File: src/rtl/mod_addsub_serial_pkg.sv
// Shared field constants and types for the elliptic-curve datapath.
// Package elliptic_curve_structs: secp256k1 prime, field-element type,
// add/sub FSM state type and a limb-count helper.
package elliptic_curve_structs;

    localparam int P_WIDTH = 256;

    // secp256k1 prime: 2^256 - 2^32 - 977
    localparam logic [P_WIDTH-1:0] P =
        256'hFFFFFFFF_FFFFFFFF_FFFFFFFF_FFFFFFFF_FFFFFFFF_FFFFFFFF_FFFFFFFE_FFFFFC2F;

    typedef logic [P_WIDTH-1:0] fe_t;

    typedef enum logic [1:0] {
        IDLE = 2'b00,
        CALC = 2'b01,
        DONE = 2'b10
    } addsub_state_t;

    // Number of limb cycles needed to cover a full operand.
    function automatic int limb_count(input int pw, input int lw);
        return pw / lw;
    endfunction

endpackage

File: src/rtl/mod_addsub_serial_limb_addsub.sv
// One limb of a ripple add/subtract chain.
// Add:      {cout, r} = x + y + cin
// Subtract: r = x - y - cin, cout = borrow out
module limb_addsub #(
    parameter int W = 64
) (
    input  logic [W-1:0] x_i,
    input  logic [W-1:0] y_i,
    input  logic         cin_i,
    input  logic         sub_i,
    output logic [W-1:0] r_o,
    output logic         cout_o
);

    logic [W:0] ext_s;

    // Widen by one bit so the top bit is the carry (add) or borrow (sub).
    always_comb begin
        ext_s = '0;
        if (sub_i) begin
            ext_s = {1'b0, x_i} - {1'b0, y_i} - {{W{1'b0}}, cin_i};
        end else begin
            ext_s = {1'b0, x_i} + {1'b0, y_i} + {{W{1'b0}}, cin_i};
        end
    end

    assign r_o    = ext_s[W-1:0];
    assign cout_o = ext_s[W];

endmodule

File: src/rtl/mod_addsub_serial.sv
// Limb-serial modular adder/subtractor: sum = (a +/- b) mod MODULUS.
// Chain 0 forms a +/- b, chain 1 forms the corrected value (r0 -/+ MODULUS)
// in the same cycle; the final carries pick the reduced result.
// Optional feature macro: MOD_ADDSUB_RANGE_CHECK_EN adds the Err port and
// limb-serial compares of a and b against MODULUS.
module mod_addsub_serial #(
    parameter int                 P_WIDTH    = elliptic_curve_structs::P_WIDTH,
    parameter int                 LIMB_WIDTH = 64,
    parameter logic [P_WIDTH-1:0] MODULUS    = elliptic_curve_structs::P
) (
    input  logic               Clk,
    input  logic               Reset,
    input  logic               Start,
    input  logic               op,
    input  logic [P_WIDTH-1:0] a,
    input  logic [P_WIDTH-1:0] b,
    output logic [P_WIDTH-1:0] sum,
    output logic               Done,
    output logic               Busy
`ifdef MOD_ADDSUB_RANGE_CHECK_EN
    ,
    output logic               Err
`endif
);

    import elliptic_curve_structs::*;

    localparam int NLIMBS = limb_count(P_WIDTH, LIMB_WIDTH);
    localparam int CNT_W  = (NLIMBS > 1) ? $clog2(NLIMBS) : 1;
    localparam logic [CNT_W-1:0] CNT_LAST = CNT_W'(NLIMBS - 1);

    generate
        if ((P_WIDTH % LIMB_WIDTH) != 0) begin : g_bad_limb_width
            $error("LIMB_WIDTH must divide P_WIDTH");
        end
    endgenerate

    // State and datapath registers
    addsub_state_t      state_q;
    logic [CNT_W-1:0]   cnt_q;
    logic [P_WIDTH-1:0] a_q;
    logic [P_WIDTH-1:0] b_q;
    logic [P_WIDTH-1:0] p_q;
    logic [P_WIDTH-1:0] r0_q;
    logic [P_WIDTH-1:0] r1_q;
    logic               op_q;
    logic               c0_q;
    logic               c1_q;
    logic [P_WIDTH-1:0] sum_q;
    logic               done_q;
    logic               busy_q;

    // Current limb slices (LSB limb of the shifting registers)
    logic [LIMB_WIDTH-1:0] a_limb_s;
    logic [LIMB_WIDTH-1:0] b_limb_s;
    logic [LIMB_WIDTH-1:0] p_limb_s;
    logic [LIMB_WIDTH-1:0] r0_limb_s;
    logic [LIMB_WIDTH-1:0] r1_limb_s;
    logic                  c0_out_s;
    logic                  c1_out_s;

    // Next values of the result registers and the selected result
    logic [P_WIDTH-1:0] r0_d;
    logic [P_WIDTH-1:0] r1_d;
    logic [P_WIDTH-1:0] sum_d;

    assign a_limb_s = a_q[LIMB_WIDTH-1:0];
    assign b_limb_s = b_q[LIMB_WIDTH-1:0];
    assign p_limb_s = p_q[LIMB_WIDTH-1:0];

    // Chain 0: a +/- b
    limb_addsub #(.W(LIMB_WIDTH)) u_chain0 (
        .x_i    (a_limb_s),
        .y_i    (b_limb_s),
        .cin_i  (c0_q),
        .sub_i  (op_q),
        .r_o    (r0_limb_s),
        .cout_o (c0_out_s)
    );

    // Chain 1: r0 - MODULUS for add, r0 + MODULUS for subtract
    limb_addsub #(.W(LIMB_WIDTH)) u_chain1 (
        .x_i    (r0_limb_s),
        .y_i    (p_limb_s),
        .cin_i  (c1_q),
        .sub_i  (~op_q),
        .r_o    (r1_limb_s),
        .cout_o (c1_out_s)
    );

    // New limbs enter at the top; after NLIMBS shifts the word is complete.
    assign r0_d = (r0_q >> LIMB_WIDTH) | (P_WIDTH'(r0_limb_s) << (P_WIDTH - LIMB_WIDTH));
    assign r1_d = (r1_q >> LIMB_WIDTH) | (P_WIDTH'(r1_limb_s) << (P_WIDTH - LIMB_WIDTH));

    // Pick the reduced result from the final carry/borrow of both chains.
    always_comb begin
        sum_d = r0_d;
        if (op_q) begin
            // a - b went negative: add MODULUS back
            if (c0_out_s) begin
                sum_d = r1_d;
            end else begin
                sum_d = r0_d;
            end
        end else begin
            // a + b overflowed the word or is >= MODULUS: take r0 - MODULUS
            if (c0_out_s | ~c1_out_s) begin
                sum_d = r1_d;
            end else begin
                sum_d = r0_d;
            end
        end
    end

`ifdef MOD_ADDSUB_RANGE_CHECK_EN
    logic                  bwa_q;
    logic                  bwb_q;
    logic                  err_q;
    logic [LIMB_WIDTH-1:0] rca_diff_s;
    logic [LIMB_WIDTH-1:0] rcb_diff_s;
    logic                  bwa_out_s;
    logic                  bwb_out_s;
    logic                  err_d;

    // Range-check chain for a: borrow out of a - MODULUS
    limb_addsub #(.W(LIMB_WIDTH)) u_range_a (
        .x_i    (a_limb_s),
        .y_i    (p_limb_s),
        .cin_i  (bwa_q),
        .sub_i  (1'b1),
        .r_o    (rca_diff_s),
        .cout_o (bwa_out_s)
    );

    // Range-check chain for b: borrow out of b - MODULUS
    limb_addsub #(.W(LIMB_WIDTH)) u_range_b (
        .x_i    (b_limb_s),
        .y_i    (p_limb_s),
        .cin_i  (bwb_q),
        .sub_i  (1'b1),
        .r_o    (rcb_diff_s),
        .cout_o (bwb_out_s)
    );

    // No final borrow means the operand is >= MODULUS.
    assign err_d = ~bwa_out_s | ~bwb_out_s;

    // Range-check borrows and the sticky error flag
    always_ff @(posedge Clk or posedge Reset) begin
        if (Reset) begin
            bwa_q <= 1'b0;
            bwb_q <= 1'b0;
            err_q <= 1'b0;
        end else begin
            case (state_q)
                IDLE: begin
                    if (Start) begin
                        bwa_q <= 1'b0;
                        bwb_q <= 1'b0;
                        err_q <= 1'b0;
                    end
                end
                CALC: begin
                    bwa_q <= bwa_out_s;
                    bwb_q <= bwb_out_s;
                    if (cnt_q == CNT_LAST) begin
                        err_q <= err_d;
                    end
                end
                DONE: begin
                    bwa_q <= 1'b0;
                    bwb_q <= 1'b0;
                end
                default: begin
                    bwa_q <= 1'b0;
                    bwb_q <= 1'b0;
                    err_q <= 1'b0;
                end
            endcase
        end
    end

    assign Err = err_q;
`endif

    // Control FSM with limb counter, shifting operands and registered outputs
    always_ff @(posedge Clk or posedge Reset) begin
        if (Reset) begin
            state_q <= IDLE;
            cnt_q   <= '0;
            a_q     <= '0;
            b_q     <= '0;
            p_q     <= '0;
            r0_q    <= '0;
            r1_q    <= '0;
            op_q    <= 1'b0;
            c0_q    <= 1'b0;
            c1_q    <= 1'b0;
            sum_q   <= '0;
            done_q  <= 1'b0;
            busy_q  <= 1'b0;
        end else begin
            case (state_q)
                IDLE: begin
                    done_q <= 1'b0;
                    if (Start) begin
                        a_q     <= a;
                        b_q     <= b;
                        p_q     <= MODULUS;
                        op_q    <= op;
                        c0_q    <= 1'b0;
                        c1_q    <= 1'b0;
                        r0_q    <= '0;
                        r1_q    <= '0;
                        cnt_q   <= '0;
                        busy_q  <= 1'b1;
                        state_q <= CALC;
                    end
                end
                CALC: begin
                    a_q   <= a_q >> LIMB_WIDTH;
                    b_q   <= b_q >> LIMB_WIDTH;
                    p_q   <= p_q >> LIMB_WIDTH;
                    r0_q  <= r0_d;
                    r1_q  <= r1_d;
                    c0_q  <= c0_out_s;
                    c1_q  <= c1_out_s;
                    cnt_q <= cnt_q + CNT_W'(1);
                    if (cnt_q == CNT_LAST) begin
                        sum_q   <= sum_d;
                        done_q  <= 1'b1;
                        state_q <= DONE;
                    end
                end
                DONE: begin
                    done_q  <= 1'b0;
                    busy_q  <= 1'b0;
                    cnt_q   <= '0;
                    state_q <= IDLE;
                end
                default: begin
                    done_q  <= 1'b0;
                    busy_q  <= 1'b0;
                    cnt_q   <= '0;
                    state_q <= IDLE;
                end
            endcase
        end
    end

    assign sum  = sum_q;
    assign Done = done_q;
    assign Busy = busy_q;

endmodule
File: config.mk
export PLATFORM = sky130hd
export DESIGN_NAME = mod_addsub_serial
export DESIGN_NICKNAME = d
export VERILOG_FILES = /design/src/rtl/mod_addsub_serial_pkg.sv /design/src/rtl/mod_addsub_serial_limb_addsub.sv /design/src/rtl/mod_addsub_serial.sv
export SDC_FILE = /design/constraint.sdc
export NUM_CORES = 2
export LEC_CHECK = 0
export CAP_MARGIN = 20
export CORE_MARGIN = 2
export CORE_UTILIZATION = 36
export DETAILED_ROUTE_END_ITERATION = 12
export GPL_ROUTABILITY_DRIVEN = 0
export GPL_TIMING_DRIVEN = 0
export PLACE_DENSITY = 0.54
export SKIP_CTS_REPAIR_TIMING = 1
export SYNTH_ARGS = -nofsm -noshare
export SYNTH_HDL_FRONTEND = slang
export SYNTH_SLANG_ARGS = --single-unit
File: constraint.sdc
create_clock -name Clk -period 56.5 [get_ports Clk]
set_input_delay 11.3 -clock Clk [delete_from_list [all_inputs] [get_ports Clk]]
set_output_delay 11.3 -clock Clk [all_outputs]
set_load 0.02 [all_outputs]
==> reports/results.ini <==
[critical_path]
critPathKind = input port to flop
cp-start-kind = input port
worstPathRequired_ns = 57.20
arrival_ns = 14.98
crit_fanout = 10
worstSetupEndpointType = flop

[outcome]
status = complete, no violations

[detailed_routing]
ant_nets = 0
wl_met1_um = 119100
vias = 65427
met3WireLength_um = 20420
drc = 0
wl_um = 294200
dr.max_layer_used = met5
vias_per_cell = 5.438
drt_iter0_markers = 5959
wl_met2_um = 137400
wl_per_cell_um = 24.45
drt_first_pass_iters = 8

[final_layout]
layout_common_cells = nand2_1 (2304), dfrtp_1 (1165), nor2_1 (816), clkdlybuf4s50_1 (773), o21ai_0 (710)
drive_gt1_share_pct = 3.585
layout.nets = 10306
layout_commonest_cell = nand2_1
syn2layout_area_growth_pct = 23.84

[die]
core_um2 = 187200
die-area_um2 = 191400
io_pins = 774
initial_core_util_pct = 36.13
die_y_um = 437.4
row_count = 159
die_x_um = 437.4

[grt]
grt_pass1_wl_um = 426800
overflow = 0
grt_pass1_vias = 64662
grt_max_degree = 127
track_usage_pct = 29.99
antenna_found_initial = 70

[synth]
synth_edf_count = 0
syn_area_um2 = 67630
ys_seq_area_share_pct = 43.14
yosys-top-cells-area = dfrtp_1 (43%), nand2_1 (13%), ha_1 (7.0%)
ys_seq_elements = 1166
syn_nets = 9367
syn-instance-count = 8467
ys_async_sr_fraction_pct = 100.0
yosysTopAreaCellShare_pct = 43.14
avgSynthCellArea_um2 = 7.988
synth_cell_types = 100
ys.flop_type = dfrtp_1
yosys.area.top_type = dfrtp_1
synth-warning-count = 0

[timing]
max_slew_margin_pct = 17.84
holdWs_ns = 0.4799
hold_violations = 0
fin_crit_sh_pct = 25.27
finalCriticalPeriod_ns = 14.28
worstMarginPinSlew_ns = 1.220
rsz0062_at_grt = false
drv_slew = 0
max_freq_ghz = 0.07004
clock_skew_ns = 0.03842
setup_viol = 0

[clock_tree]
htree_levels = 4
cts_buffer_depth = 3
clock-sinks = 1166
cts_tree = done
clk_pin_slew_ns = 0.06
root_buffer = clkbuf_16
clk_latency_ns = 0.84
cts-buffers-inserted = 135

[place]
dp_hpwl_um = 240700
numPortBuffers = 773

[hold_path]
hold_path_class = flop to flop

[job]
max_cap_viol_count = 0

-- path summary, 6_finish.rpt --
path	startpoint	end	slack, ns	depth (start not counted)
max	Start	r1_q[207]$_DFFE_PP0P_	42.22	9
min in group asynchronous	Reset	sum[23]$_DFFE_PP0P_	11.04	2
min	p_q[254]$_DFFE_PP0P_	p_q[254]$_DFFE_PP0P_	0.48	2
max reg2reg	b_q[28]$_DFFE_PP0P_	sum[195]$_DFFE_PP0P_	46.99	28
max in group asynchronous	Reset	b_q[84]$_DFFE_PP0P_	42.68	6
min reg2reg	p_q[254]$_DFFE_PP0P_	p_q[254]$_DFFE_PP0P_	0.48	2
-- cells in the mapped netlist, drive strengths merged, types with 8 or more instances --
| cell | count |
|---|---|
| a21oi | 312 |
| and2 | 13 |
| clkbuf | 474 |
| or3 | 12 |
| mux2 | 24 |
| inv | 375 |
| a211oi | 31 |
| xor2 | 73 |
| and3 | 26 |
| nor2 | 816 |
| o21a | 24 |
| o2111ai | 8 |
| fa | 8 |
| dfrtp | 1166 |
| o2bb2ai | 12 |
| nor2b | 32 |
| a21boi | 18 |
| nand3 | 162 |
| a21o | 100 |
| and4 | 8 |
| mux2i | 66 |
| o21ai | 745 |
| a22oi | 9 |
| o31ai | 40 |
| nand2 | 2304 |
| a311oi | 8 |
| ha | 376 |
| nor4 | 13 |
| o211ai | 42 |
| o21bai | 54 |
| nand4 | 56 |
| or4 | 8 |
| xnor2 | 157 |
| nor3 | 58 |
| a211o | 9 |
| nand2b | 20 |
| a41oi | 8 |
| a221oi | 14 |
| buf | 72 |
| a31oi | 617 |
-- critical path, stage by stage --
cell and delay, ns:
clkdlybuf4s50_1 0.49, and2_1 0.12, clkbuf_1 0.33, clkbuf_2 0.72, clkbuf_1 0.59, clkbuf_1 0.65, buf_1 0.38, buf_8 0.23
o2bb2ai_1 0.08
-- area by class of cell --
type | instances | area, um^2
clock inverters | 36 | 545.5
repair buffers | 802 | 8325
multi-input cells | 6379 | 34860
well taps | 2495 | 3122
inverters | 376 | 1419
diodes | 23 | 57.56
plain buffers | 546 | 2192
clock buffers | 208 | 4058
fillers | 18877 | 103400
flip-flops and latches | 1166 | 29180
-- stage by stage --
step	instance area (um^2)	cells	setup WS, ns	TNS, ns	util (%)
CTS	83690	12007	42.32	0	44.71
finish	83760	12031	42.22	0	44.74
floorplan	67630	8467	12.36	0	-
global route	83740	12022	42.17	0	44.73
detailed placement	79090	11763	41.42	0	42.25
global placement	78490	11735	-1.968	-1850.76	41.93
-- state kept, by name (all words and copies together), names as in the netlist, 2 cells and up --
name / count
p_q: 5
sum: 256
b_q: 256
cnt_q: 2
state_q: 2
r0_q: 192
a_q: 256
r1_q: 192
-- cells by family after synthesis --
family / synth area share, %
and+or+nand+nor: 21.07
muxes: 1.432
buffers and inverters: 5.319
AOI/OAI and AO/OA: 18.86
xor gates and xnor gates: 2.978
adders and majority gates: 7.193
DFF: 43.14
-- routing by layer --
layer / global-route usage (%) / vias up
met5: 0 / -
li1: - / 30725
met1: 37.64 / 31514
met2: 49.30 / 2522
met3: 5.558 / 592
met4: 15.14 / 74
Power is not shown: default switching activity piles up to over one toggle a cycle in this logic, so the estimate is an artifact.
